==> src/rtl/parking_gate_arbiter_pkg.sv <==
// Shared encodings for the parking gate arbiter: FSM states, service direction
// and the width of the occupancy count read back from the counter.
package parking_gate_arbiter_pkg;

  localparam int CNT_W = 3;

  localparam logic [2:0] ST_IDLE     = 3'd0;
  localparam logic [2:0] ST_OPENING  = 3'd1;
  localparam logic [2:0] ST_WAIT_CAR = 3'd2;
  localparam logic [2:0] ST_PASSING  = 3'd3;
  localparam logic [2:0] ST_CLOSING  = 3'd4;

  localparam logic DIR_IN  = 1'b0;
  localparam logic DIR_OUT = 1'b1;

  typedef enum logic [2:0] {
    IDLE     = ST_IDLE,
    OPENING  = ST_OPENING,
    WAIT_CAR = ST_WAIT_CAR,
    PASSING  = ST_PASSING,
    CLOSING  = ST_CLOSING
  } state_t;

  // Timer must reach the larger of the two terminal counts without wrapping.
  function automatic int timer_width(int a, int b);
    return $clog2((a > b) ? a : b) + 1;
  endfunction

endpackage

==> src/rtl/gate_timer.sv <==
// Up-counter with synchronous clear and a terminal-count compare, used to time
// the barrier motor phases and the wait-for-car window.
module gate_timer
  import parking_gate_arbiter_pkg::*;
#(
  parameter int W = 5
) (
  input  logic         clk,
  input  logic         reset,
  input  logic         clear,
  input  logic         en,
  input  logic [W-1:0] term,
  output logic         at_term
);

  logic [W-1:0] value;

  always_ff @(posedge clk or posedge reset) begin
    if (reset) begin
      value <= '0;
    end else if (clear) begin
      value <= '0;
    end else if (en) begin
      value <= value + 1'b1;
    end
  end

  assign at_term = (value == term);

endmodule

==> src/rtl/parking_gate_arbiter.sv <==
// Single-lane barrier controller: arbitrates entry/exit requests, sequences the
// motor and emits the one-cycle z1/z2 completion pulses to the occupancy counter.
module parking_gate_arbiter
  import parking_gate_arbiter_pkg::*;
#(
  parameter int OPEN_TICKS   = 4,
  parameter int PASS_TIMEOUT = 16
) (
  input  logic             clk,
  input  logic             reset,
  input  logic             req_in,
  input  logic             req_out,
  input  logic             pass_sensor,
  input  logic             lleno,
  input  logic [CNT_W-1:0] count,
  output logic             motor_up,
  output logic             motor_down,
  output logic             busy,
  output logic             dir,
  output logic             z1,
  output logic             z2,
  output logic             timeout_err
);

  localparam int TW = timer_width(OPEN_TICKS, PASS_TIMEOUT);

  state_t        state;
  state_t        state_nxt;
  logic          last_served;
  logic          ent_ok;
  logic          ext_ok;
  logic          grant;
  logic          do_grant;
  logic          z1_nxt;
  logic          z2_nxt;
  logic          to_nxt;
  logic          timer_clr;
  logic          timer_en;
  logic          at_term;
  logic [TW-1:0] term;

  assign ent_ok = req_in & ~lleno;
  assign ext_ok = req_out & (count != '0);
  assign term   = (state == WAIT_CAR) ? TW'(PASS_TIMEOUT - 1) : TW'(OPEN_TICKS - 1);

  gate_timer #(.W(TW)) u_timer (
    .clk     (clk),
    .reset   (reset),
    .clear   (timer_clr),
    .en      (timer_en),
    .term    (term),
    .at_term (at_term)
  );

  always_comb begin
    state_nxt = state;
    do_grant  = 1'b0;
    z1_nxt    = 1'b0;
    z2_nxt    = 1'b0;
    to_nxt    = 1'b0;
    timer_clr = 1'b1;
    timer_en  = 1'b0;
    // Contention: a full lot always favours exit, otherwise alternate.
    if (ent_ok && ext_ok) begin
      grant = lleno ? DIR_OUT : ~last_served;
    end else if (ent_ok) begin
      grant = DIR_IN;
    end else begin
      grant = DIR_OUT;
    end
    case (state)
      IDLE: begin
        if (ent_ok || ext_ok) begin
          do_grant  = 1'b1;
          state_nxt = OPENING;
        end
      end
      OPENING: begin
        if (at_term) begin
          state_nxt = WAIT_CAR;
        end else begin
          timer_clr = 1'b0;
          timer_en  = 1'b1;
        end
      end
      WAIT_CAR: begin
        if (pass_sensor) begin
          state_nxt = PASSING;
        end else if (at_term) begin
          state_nxt = CLOSING;
          to_nxt    = 1'b1;
        end else begin
          timer_clr = 1'b0;
          timer_en  = 1'b1;
        end
      end
      PASSING: begin
        if (!pass_sensor) begin
          state_nxt = CLOSING;
          z1_nxt    = (dir == DIR_IN);
          z2_nxt    = (dir == DIR_OUT);
        end
      end
      CLOSING: begin
        // Something under the barrier while lowering: reopen for safety.
        if (pass_sensor) begin
          state_nxt = OPENING;
        end else if (at_term) begin
          state_nxt = IDLE;
        end else begin
          timer_clr = 1'b0;
          timer_en  = 1'b1;
        end
      end
      default: state_nxt = IDLE;
    endcase
  end

  always_ff @(posedge clk or posedge reset) begin
    if (reset) begin
      state       <= IDLE;
      dir         <= DIR_IN;
      last_served <= DIR_OUT;
      motor_up    <= 1'b0;
      motor_down  <= 1'b0;
      busy        <= 1'b0;
      z1          <= 1'b0;
      z2          <= 1'b0;
      timeout_err <= 1'b0;
    end else begin
      state <= state_nxt;
      if (do_grant) begin
        dir         <= grant;
        last_served <= grant;
      end
      motor_up    <= (state_nxt == OPENING);
      motor_down  <= (state_nxt == CLOSING);
      busy        <= (state_nxt != IDLE);
      z1          <= z1_nxt;
      z2          <= z2_nxt;
      timeout_err <= to_nxt;
    end
  end

endmodule

==> config.mk <==
export PLATFORM = sky130hd
export DESIGN_NAME = parking_gate_arbiter
export DESIGN_NICKNAME = d
export VERILOG_FILES = /design/src/rtl/parking_gate_arbiter_pkg.sv /design/src/rtl/gate_timer.sv /design/src/rtl/parking_gate_arbiter.sv
export SDC_FILE = /design/constraint.sdc
export NUM_CORES = 1
export LEC_CHECK = 0
export BUFFER_PORTS_ARGS = -buffer_cell sky130_fd_sc_hd__buf_2
export CORE_UTILIZATION = 46
export DETAILED_ROUTE_END_ITERATION = 8
export PLACE_DENSITY = 0.67
export SLEW_MARGIN = 20
export SYNTH_ARGS = -nofsm -noshare
export SYNTH_HDL_FRONTEND = slang
export SYNTH_SLANG_ARGS = --single-unit
==> constraint.sdc <==
create_clock -name clk -period 2.97 [get_ports clk]
set_clock_uncertainty 0.2 [all_clocks]
set_input_delay 0.4455 -clock clk [delete_from_list [all_inputs] [get_ports clk]]
set_output_delay 0.4455 -clock clk [all_outputs]
set_load 0.01 [all_outputs]
# After elaboration in Yosys (flattened, before gate mapping)
# Index checks and enable logic that the tools add are counted.
# totals
register_bits	16
latch_bits	0
ram_bits	0
romBits	0
in_bits	9
mem_count	0
# op_classes
add_sub_neg	1
mul	0
div	0
magnitude_cmp	0
n_eq_ne	7
shift	0
mux	28
bitwise_logic	5
n_reduce_logical	7
# ops
op	n
3-bit 2-to-1 mux	7
1-bit 2-to-1 mux	15
3-bit one-hot mux with 5 select lines	1
5-bit 2-to-1 mux	2
3-bit by 1-bit == test with 1-bit output, second input constant	2
3-bit by 2-bit == test with 1-bit output, second input constant	2
3-bit == test, second input constant	2
3-bit nonzero test	2
5-bit by 1-bit adder with 5-bit output, second input constant	1
5-bit by 4-bit == test with 1-bit output	1
4-bit 2-to-1 mux	1
1-bit one-hot mux with 2 select lines	2
3-bit zero test	1
1-bit NOT	3
1-bit bitwise AND	2
2-bit nonzero test	1
2-bit OR reduction	1
1-bit logical AND	1
1-bit logical OR	1

# Logic depth before layout (Yosys ltp)
# Gate-level depths: netlist of the first run.
# depth
depth_word	8
ltp_mapped	5

# By module
# A second synthesis of the first run with hierarchy kept.
# unflattened
cells_unflattened	85
area_unflattened_um2	853.3
# modules_own_cells
mod	n_inst	cells_each	area_per_inst_um2
parking_gate_arbiter	1	58	578.1
gate_timer	1	27	275.3

# Worst setup path before layout of the first run
# Ideal clock, no wire load.
# synth_timing
path_type	register to register
from	register u_timer.value[0]
to	register motor_up
setup_ns	0.077
arrival_time_ns	1.502
required_time_ns	2.693
path_slack_ns	1.190
path_stages_with_launch	6
path_buffers	0
synth_period_minus_slack_ns	1.780
cell_sequence	dfrtp_1 ha_1 nor4b_4 a21o_1 or3_2 a21oi_1
# synth_via
elab_chain_len	5
elab_cells_between_ends	8
classes_between	2 x eq/ne; 6 x mux
# synth_lines
element	line_no	source
start: declaration	gate_timer.sv:16	logic [W-1:0] value;
start signal: assignment	gate_timer.sv:24	value <= value + 1'b1;
5-bit by 4-bit == test with 1-bit output *	gate_timer.sv:28	assign at_term = (value == term);
3-bit 2-to-1 mux, on equally long branches	parking_gate_arbiter.sv:108, parking_gate_arbiter.sv:89	
3-bit 2-to-1 mux, on equally long branches	parking_gate_arbiter.sv:106, parking_gate_arbiter.sv:87	
3-bit one-hot mux with 5 select lines *	parking_gate_arbiter.sv:71	case (state)
3-bit by 1-bit == test with 1-bit output *	parking_gate_arbiter.sv:136	motor_up <= (state_nxt == OPENING);
end signal: assignment	parking_gate_arbiter.sv:136	
end: declaration	parking_gate_arbiter.sv:16	output logic motor_up,
# Mark *: on every way between the ends. The rest lies on a longest branch, timed or not.
# A chain may end at the register's enable or synchronous reset.

# Final worst setup path of the first run
# layout_timing
from	register u_timer.value[0]
to	register busy
# layout_via
elab_chain_len	5
elab_cells_between_ends	8
classes_between	1 x eq/ne; 6 x mux; 1 x reduce/logical
# layout_lines
element	line_no	source
5-bit by 4-bit == test with 1-bit output *	gate_timer.sv:28	
3-bit 2-to-1 mux, on equally long branches	parking_gate_arbiter.sv:108, parking_gate_arbiter.sv:89	
3-bit 2-to-1 mux, on equally long branches	parking_gate_arbiter.sv:106, parking_gate_arbiter.sv:87	
3-bit one-hot mux with 5 select lines *	parking_gate_arbiter.sv:71	
named net state_nxt[0]	parking_gate_arbiter.sv:28	state_t state_nxt;
3-bit nonzero test *	parking_gate_arbiter.sv:138	busy <= (state_nxt != IDLE);
end signal: assignment	parking_gate_arbiter.sv:138	
end: declaration	parking_gate_arbiter.sv:18	output logic busy,
# Mark *: on every way through the listed nets, which the timed path passes. The rest lies on a longest branch.

==> out/results.ini, run 1 <==
[timing]
setup_viol=0
slew_headroom_pct=58.94
fin_crit_sh_pct=63.24
fin_setup_tns_ns=0
rsz0062_at_grt=no
holdWs_ns=0.01330
report.final.slew_viol_count=0
setup_ws_ns=1.092
fin_crit_ns=1.878
final-hold-violation-count=0
tightest_slew_ns=0.6152
fmax_mhz=532.4

[worst_setup_path]
reg2reg_depth=5
required_ns=2.94
critical_path_peak_fanout=5
worstSetupStartpointType=flip-flop
crit_type=flip-flop to flip-flop
cp-end-kind=flip-flop
crit_arrival_ns=1.85

[floorplan]
die-area_um2=1815
chipHeight_um=42.60
io_pins=16
rows=14
start_util_pct=49.75
fp.dieW_um=42.60
coreArea_um2=1524

[cells_and_area]
drive_gt1_share_pct=28.24
most-common-layout-cells=dfrtp_1 (15), buf_2 (15), nor2_1 (7)
syn_to_final_growth_pct=14.03
fin_nets=96
fin_area_um2=864.6
n_antenna_cell=0

[routing]
drc_errors=0
vias_per_cell=5.683
wl_per_cell_um=13.54
drt_iter0_drc=4
ant_nets=0
drt-pass1-iter-count=4
wl_um=1368
vias=574

[yosys]
yosysWarnings=0
synth_nets=79
netlist_area_um2=758.2
ys_types=31
synth_seq_cells=16
syn_inst=69
synth.avg_cell_area_um2=10.99
ys_seq_area_share_pct=52.97

[worst_hold_path]
holdCritPathClass=input port to async pin

[clocking]
htreeDepth=1
ctsHoldBuffers=0
cts.sinks=16
tritoncts=done
insertion_delay_ns=0.29
cts-root-buf=clkbuf_4
postCtsSetupRepairBufs=0
clkTransAtPathRegs_ns=0.10
cts_made_buffers=3
cts_max_path_buffers=2
ctsResizeCount=0

[power]
p_per_area_nw_per_um2=848.8
p_leak_nw=0.3982
finalPower_mw=0.7338
peakVddDrop_v=0.0005641

[global_routing]
grt_pass1_wl_um=2415
grt_overflow=0
antenna_found_initial=0
grt.total_usage_pct=18.21
grt_max_degree=17
grt_pass1_vias=557

[run]
max-cap-violations=0

[outcome]
status=finished clean

[placed_design]
finalWeightedCongestion=0.7429
numPortBuffers=15
hpwlAfterDp_um=959.7
dp_slack_ns=1.050
placed_cell_area_um2=838.3

[cells by family (layout without fill, tap and decap cells)]
kind of cell,Yosys count,in the layout,synth area share [%]
flip-flops,16,16,52.97
AO/OA/AOI/OAI,13,13,14.52
AND/OR/NAND/NOR,32,32,25.58
XOR/XNOR,2,2,2.311
buffers and inverters,5,21,2.970
adder cells (fa/ha/maj),1,1,1.650
[sequential cells by signal (all words and copies together) (netlist names)]
signal	count
dir	1
motor_down	1
motor_up	1
last_served	1
timeout_err	1
busy	1
z2	1
z1	1
state	3
u_timer.value	5
[metal layers]
layer | vias to the layer above | GRT usage (%) | routed length [um]
met3 | 2 | 3.879 | 55
met1 | 282 | 23.53 | 621
met5 | - | 0 | 0
met4 | 0 | 9.375 | 13
met2 | 13 | 28.62 | 677
li1 | 277 | - | -
[cells in the mapped netlist]
| library cell | instances | area (um^2) |
|---|---|---|
| dfstp_2 | 1 | 26.28 |
| xor2_1 | 1 | 8.760 |
| ha_1 | 1 | 12.51 |
| nor4_1 | 1 | 6.260 |
| nor3_1 | 3 | 15.01 |
| a311oi_1 | 1 | 8.760 |
| dfrtp_1 | 15 | 375.4 |
| nand2_1 | 4 | 15.01 |
| nor4b_1 | 1 | 8.760 |
| nand2b_1 | 2 | 12.51 |
| a21oi_1 | 4 | 20.02 |
| or3_2 | 1 | 7.510 |
| nor2_1 | 7 | 26.28 |
| o31a_1 | 1 | 8.760 |
| buf_2 | 3 | 15.01 |
| inv_1 | 2 | 7.510 |
| nand3_1 | 2 | 10.01 |
| a32o_1 | 1 | 10.01 |
| nor4b_4 | 1 | 23.77 |
| a21o_1 | 1 | 7.510 |
| nand4b_1 | 1 | 8.760 |
| or3_1 | 1 | 6.260 |
| a22oi_1 | 1 | 7.510 |
| xnor2_1 | 1 | 8.760 |
| nor3b_1 | 3 | 22.52 |
| a211oi_2 | 1 | 12.51 |
| a31oi_1 | 1 | 6.260 |
| nor2b_1 | 4 | 25.02 |
| o31ai_2 | 1 | 12.51 |
| and3_1 | 1 | 6.260 |
| o21ai_4 | 1 | 16.27 |
[final timing paths]
check | start | endpoint | slack [ns]
worst max-delay path | u_timer.value[0]$_DFFE_PP0P_ | busy$_DFF_PP0_ | 1.09
worst min-delay path | reset | z1$_DFF_PP0_ | 0.01
worst max register to register | u_timer.value[0]$_DFFE_PP0P_ | busy$_DFF_PP0_ | 1.09
worst min register to register | u_timer.value[0]$_DFFE_PP0P_ | u_timer.value[0]$_DFFE_PP0P_ | 0.27
max in group asynchronous | reset | state[1]$_DFF_PP0_ | 2.16
min in group clk | pass_sensor | state[2]$_DFF_PP0_ | 0.22
[power by group]
group | total (mW) | internal, mW | leakage, nW | switching [mW]
Sequential | 0.357 | 0.285 | 0.204 | 0.0716
Combinational | 0.254 | 0.122 | 0.179 | 0.132
Clock | 0.123 | 0.0522 | 0.0150 | 0.0705
Total | 0.734 | 0.460 | 0.398 | 0.274
[metrics by stage]
| stage | utilization [%] | std cells |
|---|---|---|
| final | 56.73 | 101 |
| after global routing | 56.73 | 101 |
| after CTS | 56.73 | 101 |
| after detailed placement | 55.01 | 97 |
| after global placement | 55.01 | 97 |
| after floorplan | - | 69 |
[critical path: stages, from the launching register on]
cell	delay, ns
dfrtp_1	0.38
ha_1	0.22
nor4b_4	0.33
a21o_1	0.20
o31ai_2	0.07
or3_1	0.36
[area by class of cell]
| cell class | count | area [um^2] |
|---|---|---|
| repair buffers | 15 | 75.07 |
| inverters | 2 | 7.507 |
| fillers | 133 | 659.4 |
| clock buffers | 4 | 26.28 |
| multi-input cells | 48 | 334.1 |
| flip-flops and latches | 16 | 401.6 |
| well taps | 16 | 20.02 |
Note: power is estimated with default switching activity, not from simulation.
==> inputs of run 2 (changes only) <==
--- a/config.mk
+++ b/config.mk
@@ -5,6 +5,7 @@
 export SDC_FILE = /design/constraint.sdc
 export NUM_CORES = 1
 export LEC_CHECK = 0
+export ABC_AREA = 1
 export BUFFER_PORTS_ARGS = -buffer_cell sky130_fd_sc_hd__buf_2
 export CORE_UTILIZATION = 46
 export DETAILED_ROUTE_END_ITERATION = 8
==> constraint.sdc (replaced) <==
create_clock -name clk -period 1.8 [get_ports clk]
set_clock_uncertainty 0.2 [all_clocks]
set_input_delay 0.27 -clock clk [delete_from_list [all_inputs] [get_ports clk]]
set_output_delay 0.27 -clock clk [all_outputs]
set_load 0.01 [all_outputs]
==> run 2 against run 1 <==
Sequential share of layout area is 2.3 points lower. Highest routed layer unchanged. Count of clock-buffer cells in the layout stayed put. Maximum frequency is 20% higher. Synthesized area is 2.6% higher. Non-clock buffer count is 1 higher. Critical path type unchanged. Via count is 5.7% higher.
==> out/results.ini, run 2 <==
[outcome]
status=finished clean

[clocking]
cts_max_path_buffers=2
cts.sinks=16
ctsResizeCount=0
htreeDepth=1
cts_made_buffers=3
tritoncts=done
cts-root-buf=clkbuf_4
clkTransAtPathRegs_ns=0.09
postCtsSetupRepairBufs=0
ctsHoldBuffers=1
insertion_delay_ns=0.29

[timing]
tightest_slew_ns=0.5871
fin_setup_tns_ns=0
report.final.slew_viol_count=0
slew_headroom_pct=60.81
fin_crit_ns=1.571
setup_viol=0
final-hold-violation-count=0
fin_crit_sh_pct=87.29
fmax_mhz=636.5
rsz0062_at_grt=no

[yosys]
ys_top_cells_by_count=nand2_1 (20), inv_1 (17), dfrtp_1 (15), nor2_1 (14)
synth_nets=102
synth_edf_count=0
synthTopCellsByArea=dfrtp_1 (48%), nand2_1 (9.6%), inv_1 (8.2%), nor2_1 (6.8%), dfstp_2 (3.4%)
synthMostInstantiatedCell=nand2_1
ys_types=21
yosys.area.top_type=dfrtp_1
ys_seq_area_share_pct=51.61
synth_seq_cells=16
netlist_area_um2=778.2
async_flop_share_pct=100.0
syn_inst=92
synth_ff_type=dfrtp_1
yosysWarnings=0
yosys.area.top_type_share_pct=48.23
synth.avg_cell_area_um2=8.459

[cells_and_area]
syn_to_final_growth_pct=16.88
layout_commonest_cell=nand2_1
fin_cells=128
top_regs=u_timer.value x5, state x3
fin_nets=123
top_register=u_timer.value
final_util_pct=59.01
largest_reg_flops=5
most-common-layout-cells=nand2_1 (20), inv_1 (17), dfrtp_1 (15), buf_2 (15), nor2_1 (14)
n_antenna_cell=0
drive_gt1_share_pct=27.68

[routing]
drt_iter0_drc=5
drc_errors=0
vias_per_cell=4.742
wl_per_cell_um=10.23
drt-pass1-iter-count=4
ant_nets=0
vias=607
wl_um=1310

[global_routing]
antenna_found_initial=0
grt.total_usage_pct=17.05
grt_pass1_vias=536
grt_pass1_wl_um=2173
grt_max_degree=17
grt_overflow=0

[run]
max-cap-violations=0

[worst_setup_path]
required_ns=1.78
startpoint=u_timer.value[0]$_DFFE_PP0P_
critical_path_peak_fanout=3
worstSetupStartpointType=flip-flop
cp-end-kind=flip-flop
reg2reg_from=u_timer.value[0]$_DFFE_PP0P_
crit_type=flip-flop to flip-flop
crit_arrival_ns=1.55

[power]
finalPower_mw=1.261
p_leak_nw=0.5354
p_per_area_nw_per_um2=1387
peakVddDrop_v=0.0006292

[placed_design]
finalWeightedCongestion=0.8258
dp.cells=123
hpwlAfterDp_um=1011
numPortBuffers=15

[floorplan]
die-area_um2=1860
chipHeight_um=43.13
fp.dieW_um=43.13
rows=14
start_util_pct=50.49
coreArea_um2=1541
io_pins=16

[worst_hold_path]
holdCritStartpoint=pass_sensor
holdCritPathClass=input port to flip-flop

==> run 2: cell count changes in the layout (fill, tap and decap cells not counted), moves of 2 or more <==
cell	delta
nor3_1	-3
nand2b_1	-2
nor2_2	+3
nand2_2	+3
nand2_1	+16
nor2_1	+7
o21ai_0	+3
nor3b_1	-3
a21oi_1	-4
nor2b_1	-4
inv_1	+15
nand3_2	+2
==> run 2: layer usage <==
layer / up-vias / track usage [%] / share of wire, % / wire (um)
met4: 0 / 15.76 / 3.8 / 50
met3: 5 / 6.383 / 5.3 / 70
met5: - / 0 / 0 / 0
met2: 16 / 25.37 / 44 / 582
met1: 270 / 18.26 / 46 / 606
li1: 316 / - / - / -
==> run 2: stage by stage <==
stage | area [um^2] | hold WS (ns) | worst slack (ns)
after floorplan | 778.2 | -0.01698 | 0.3737
final | 909.6 | 0.02574 | 0.2288
after CTS | 909.6 | 0.01855 | 0.2245
after global placement | 873.3 | 0.1500 | 0.2969
after detailed placement | 873.3 | 0.1613 | 0.2305
after global routing | 909.6 | 0.02950 | 0.1279
==> run 2: path summary, 6_finish.rpt <==
path / end / cells after the start / slack [ns]
hold / removal: timeout_err$_DFF_PP0_ / 2 / 0.03
max in group asynchronous: timeout_err$_DFF_PP0_ / 3 / 0.65
min in group asynchronous: u_timer.value[3]$_DFFE_PP0P_ / 3 / 0.37
setup / recovery: busy$_DFF_PP0_ / 8 / 0.23
setup reg to reg: busy$_DFF_PP0_ / 8 / 0.23
hold reg to reg: z1$_DFF_PP0_ / 1 / 0.25
==> run 2: critical path, cell delays in order, from the launching register on <==
cell     delay [ns]
dfrtp_1        0.38
ha_1           0.22
nand2_1        0.10
inv_1          0.11
nand3_2        0.11
nand2_1        0.07
nand2_1        0.06
nor2_2         0.14
nand3_2        0.08
==> run 2: cells by family (layout without fill, tap and decap cells) <==
logic type | count (synthesis) | after routing | synth area share [%]
buf+inv | 18 | 38 | 8.681
simple gates | 48 | 48 | 29.74
compound gates | 6 | 6 | 4.983
fa+ha+maj | 1 | 1 | 1.607
flops | 16 | 16 | 51.61
xor+xnor | 3 | 3 | 3.377
==> run 2: cell type report <==
class                           count  area, um^2
Sequential cell                    16       401.6
Inverter                           18       67.56
Clock buffer                        4       26.28
Fill cell                         142       631.9
Timing Repair Buffer               16       85.08
Multi-Input combinational cell     58       309.0
Tap cell                           16       20.02
==> run 2: report_power, final <==
part	internal, mW	switching (mW)	total [mW]
logic	0.204	0.314	0.518
clock network	0.0864	0.112	0.199
registers	0.474	0.0707	0.545
total	0.764	0.497	1.26
==> inputs of run 3 (changes only) <==
--- a/config.mk
+++ b/config.mk
@@ -6,10 +6,10 @@
 export NUM_CORES = 1
 export LEC_CHECK = 0
 export ABC_AREA = 1
-export BUFFER_PORTS_ARGS = -buffer_cell sky130_fd_sc_hd__buf_2
 export CORE_UTILIZATION = 46
 export DETAILED_ROUTE_END_ITERATION = 8
-export PLACE_DENSITY = 0.67
+export DONT_BUFFER_PORTS = 1
+export PLACE_DENSITY = 0.59
 export SLEW_MARGIN = 20
 export SYNTH_ARGS = -nofsm -noshare
 export SYNTH_HDL_FRONTEND = slang
==> run 3 against run 2 <==
Critical path depth is the same. Die area stayed put. Total power fell by 3.5%. Count of clock-buffer cells in the layout unchanged. Sequential share of layout area is 3.4 points higher. Largest power group unchanged. Sequential power grew 3.9%. Wire length down 2.9%. Hold slack got worse by 0.014 ns. Global-route usage rose by 0.42 points. Flip-flop and latch count unchanged. Via count is 9.7% lower. Cell count is 11% lower.
==> out/results.ini, run 3 (synthesis results as in run 2) <==
[outcome]
status=finished clean

[power]
power_frac_seq_pct=46.5
p_sw_share_pct=39.63
power_frac_comb_pct=37.1
pwr-share-clk_pct=16.4
p_int_mw=0.7347
p_leak_nw=0.4747
peakVddDrop_v=0.0006221
switching_power_mw=0.4824
p_per_area_nw_per_um2=1441

[clocking]
cts_made_buffers=3
cts.sinks=16
cts-root-buf=clkbuf_4
insertion_delay_ns=0.29
cts_max_path_buffers=2
postCtsSetupRepairBufs=0
clkTransAtPathRegs_ns=0.09
htreeDepth=1
tritoncts=done

[worst_setup_path]
crit_arrival_ns=1.51
crit_type=flip-flop to flip-flop
r2r_slack_ns=0.26
critical_path_peak_fanout=3
required_ns=1.77
cp-end-kind=flip-flop
worstSetupStartpointType=flip-flop

[floorplan]
chipHeight_um=43.13
die-area_um2=1860
io_pins=16
fp.dieW_um=43.13
coreArea_um2=1541
start_util_pct=50.49
rows=14

[worst_hold_path]
holdCritPathClass=input port to flip-flop

[timing]
fin_crit_ns=1.537
fin_setup_tns_ns=0
report.final.slew_viol_count=0
rsz0062_at_grt=no
setup_viol=0
tightest_slew_ns=0.5972
slew_headroom_pct=60.15
fmax_mhz=650.7
holdWs_ns=0.01164
fin_crit_sh_pct=85.38
final-hold-violation-count=0

[placed_design]
placed_cell_area_um2=798.3
hpwlAfterDp_um=960
finalWeightedCongestion=0.8043
numPortBuffers=0

[routing]
vias=548
wl_um=1272
drc_errors=0
ant_nets=0
drt-pass1-iter-count=2
drt_iter0_drc=11
vias_per_cell=4.807
wl_per_cell_um=11.16

[global_routing]
antenna_found_initial=0
grt.total_usage_pct=17.46
grt_max_degree=17
grt_pass1_vias=551
grt_pass1_wl_um=2346
grt_overflow=0

[cells_and_area]
layout_commonest_cell=nand2_1
top_register=u_timer.value
top_regs=u_timer.value x5, state x3
largest_reg_flops=5
fin_area_um2=844.6
fin_nets=109
fill_cells=147
syn_to_final_growth_pct=8.521
n_antenna_cell=0
drive_gt1_share_pct=16.33
most-common-layout-cells=nand2_1 (20), inv_1 (17), dfrtp_1 (15), nor2_1 (14)

[run]
max-cap-violations=0

## run 3: cell count changes in the layout (fill, tap and decap cells not counted), sizes merged
cell         before  now
dlygate4sd3       1    2
buf              15    0
## run 3: worst max-delay path, stage by stage, from the launching register on
cell	delay, ns
dfrtp_1	0.38
ha_1	0.21
nand2_1	0.09
inv_1	0.10
nand3_2	0.11
nand2_1	0.07
nand2_1	0.05
nor2_2	0.14
nand3_2	0.07
## run 3: metrics by stage
| stage | utilization (%) | worst slack [ns] | cells | power [mW] |
|---|---|---|---|---|
| floorplan | - | 0.3737 | 92 | 0.9452 |
| global placement | 51.79 | 0.2970 | 108 | 1.027 |
| detailed placement | 51.79 | 0.2622 | 108 | 1.031 |
| CTS | 54.79 | 0.2507 | 114 | 1.229 |
| global route | 54.79 | 0.1013 | 114 | 1.333 |
| finish | 54.79 | 0.2631 | 114 | 1.217 |
## run 3: power by group through the flow
stage	Sequential, mW	Clock (mW)	Combinational [mW]
3_5_place_dp	0.575	0	0.456
5_1_grt	0.579	0.215	0.538
6_report	0.566	0.199	0.452
3_3_place_gp	0.573	0	0.454
2_1_floorplan	0.560	0	0.385
4_1_cts	0.568	0.201	0.460
## run 3: path summary, 6_finish.rpt
kind | from | to | depth (start not counted)
min | pass_sensor | z2$_DFF_PP0_ | 3
min reg2reg | u_timer.value[0]$_DFFE_PP0P_ | u_timer.value[0]$_DFFE_PP0P_ | 1
max | u_timer.value[0]$_DFFE_PP0P_ | busy$_DFF_PP0_ | 8
min in group asynchronous | reset | z1$_DFF_PP0_ | 2
max reg2reg | u_timer.value[0]$_DFFE_PP0P_ | busy$_DFF_PP0_ | 8
max in group asynchronous | reset | state[1]$_DFF_PP0_ | 2
## run 3: final cells by class
class                      count  area, um^2  share of cell area, %
inverter                      18       67.56                  8.000
multi-input combinational     58       309.0                  36.59
sequential                    16       401.6                  47.56
clock buffer                   4       26.28                  3.111
timing repair buffer           2       20.02                  2.370
tap                           16       20.02                  2.370
## run 3: what timing repair did
action	CTS	global route
hold buffers	2	0
resized for setup	0	0
endpoints found under the hold margin	16	0
## run 3: per-layer routing
| metal | share of wire, % | GRT usage [%] | vias to the layer above |
|---|---|---|---|
| met2 | 41 | 25.67 | 12 |
| met1 | 51 | 23.69 | 242 |
| met3 | 4.0 | 2.979 | 5 |
| met5 | 0 | 0 | - |
| met4 | 3.0 | 10.91 | 0 |
| li1 | - | - | 289 |
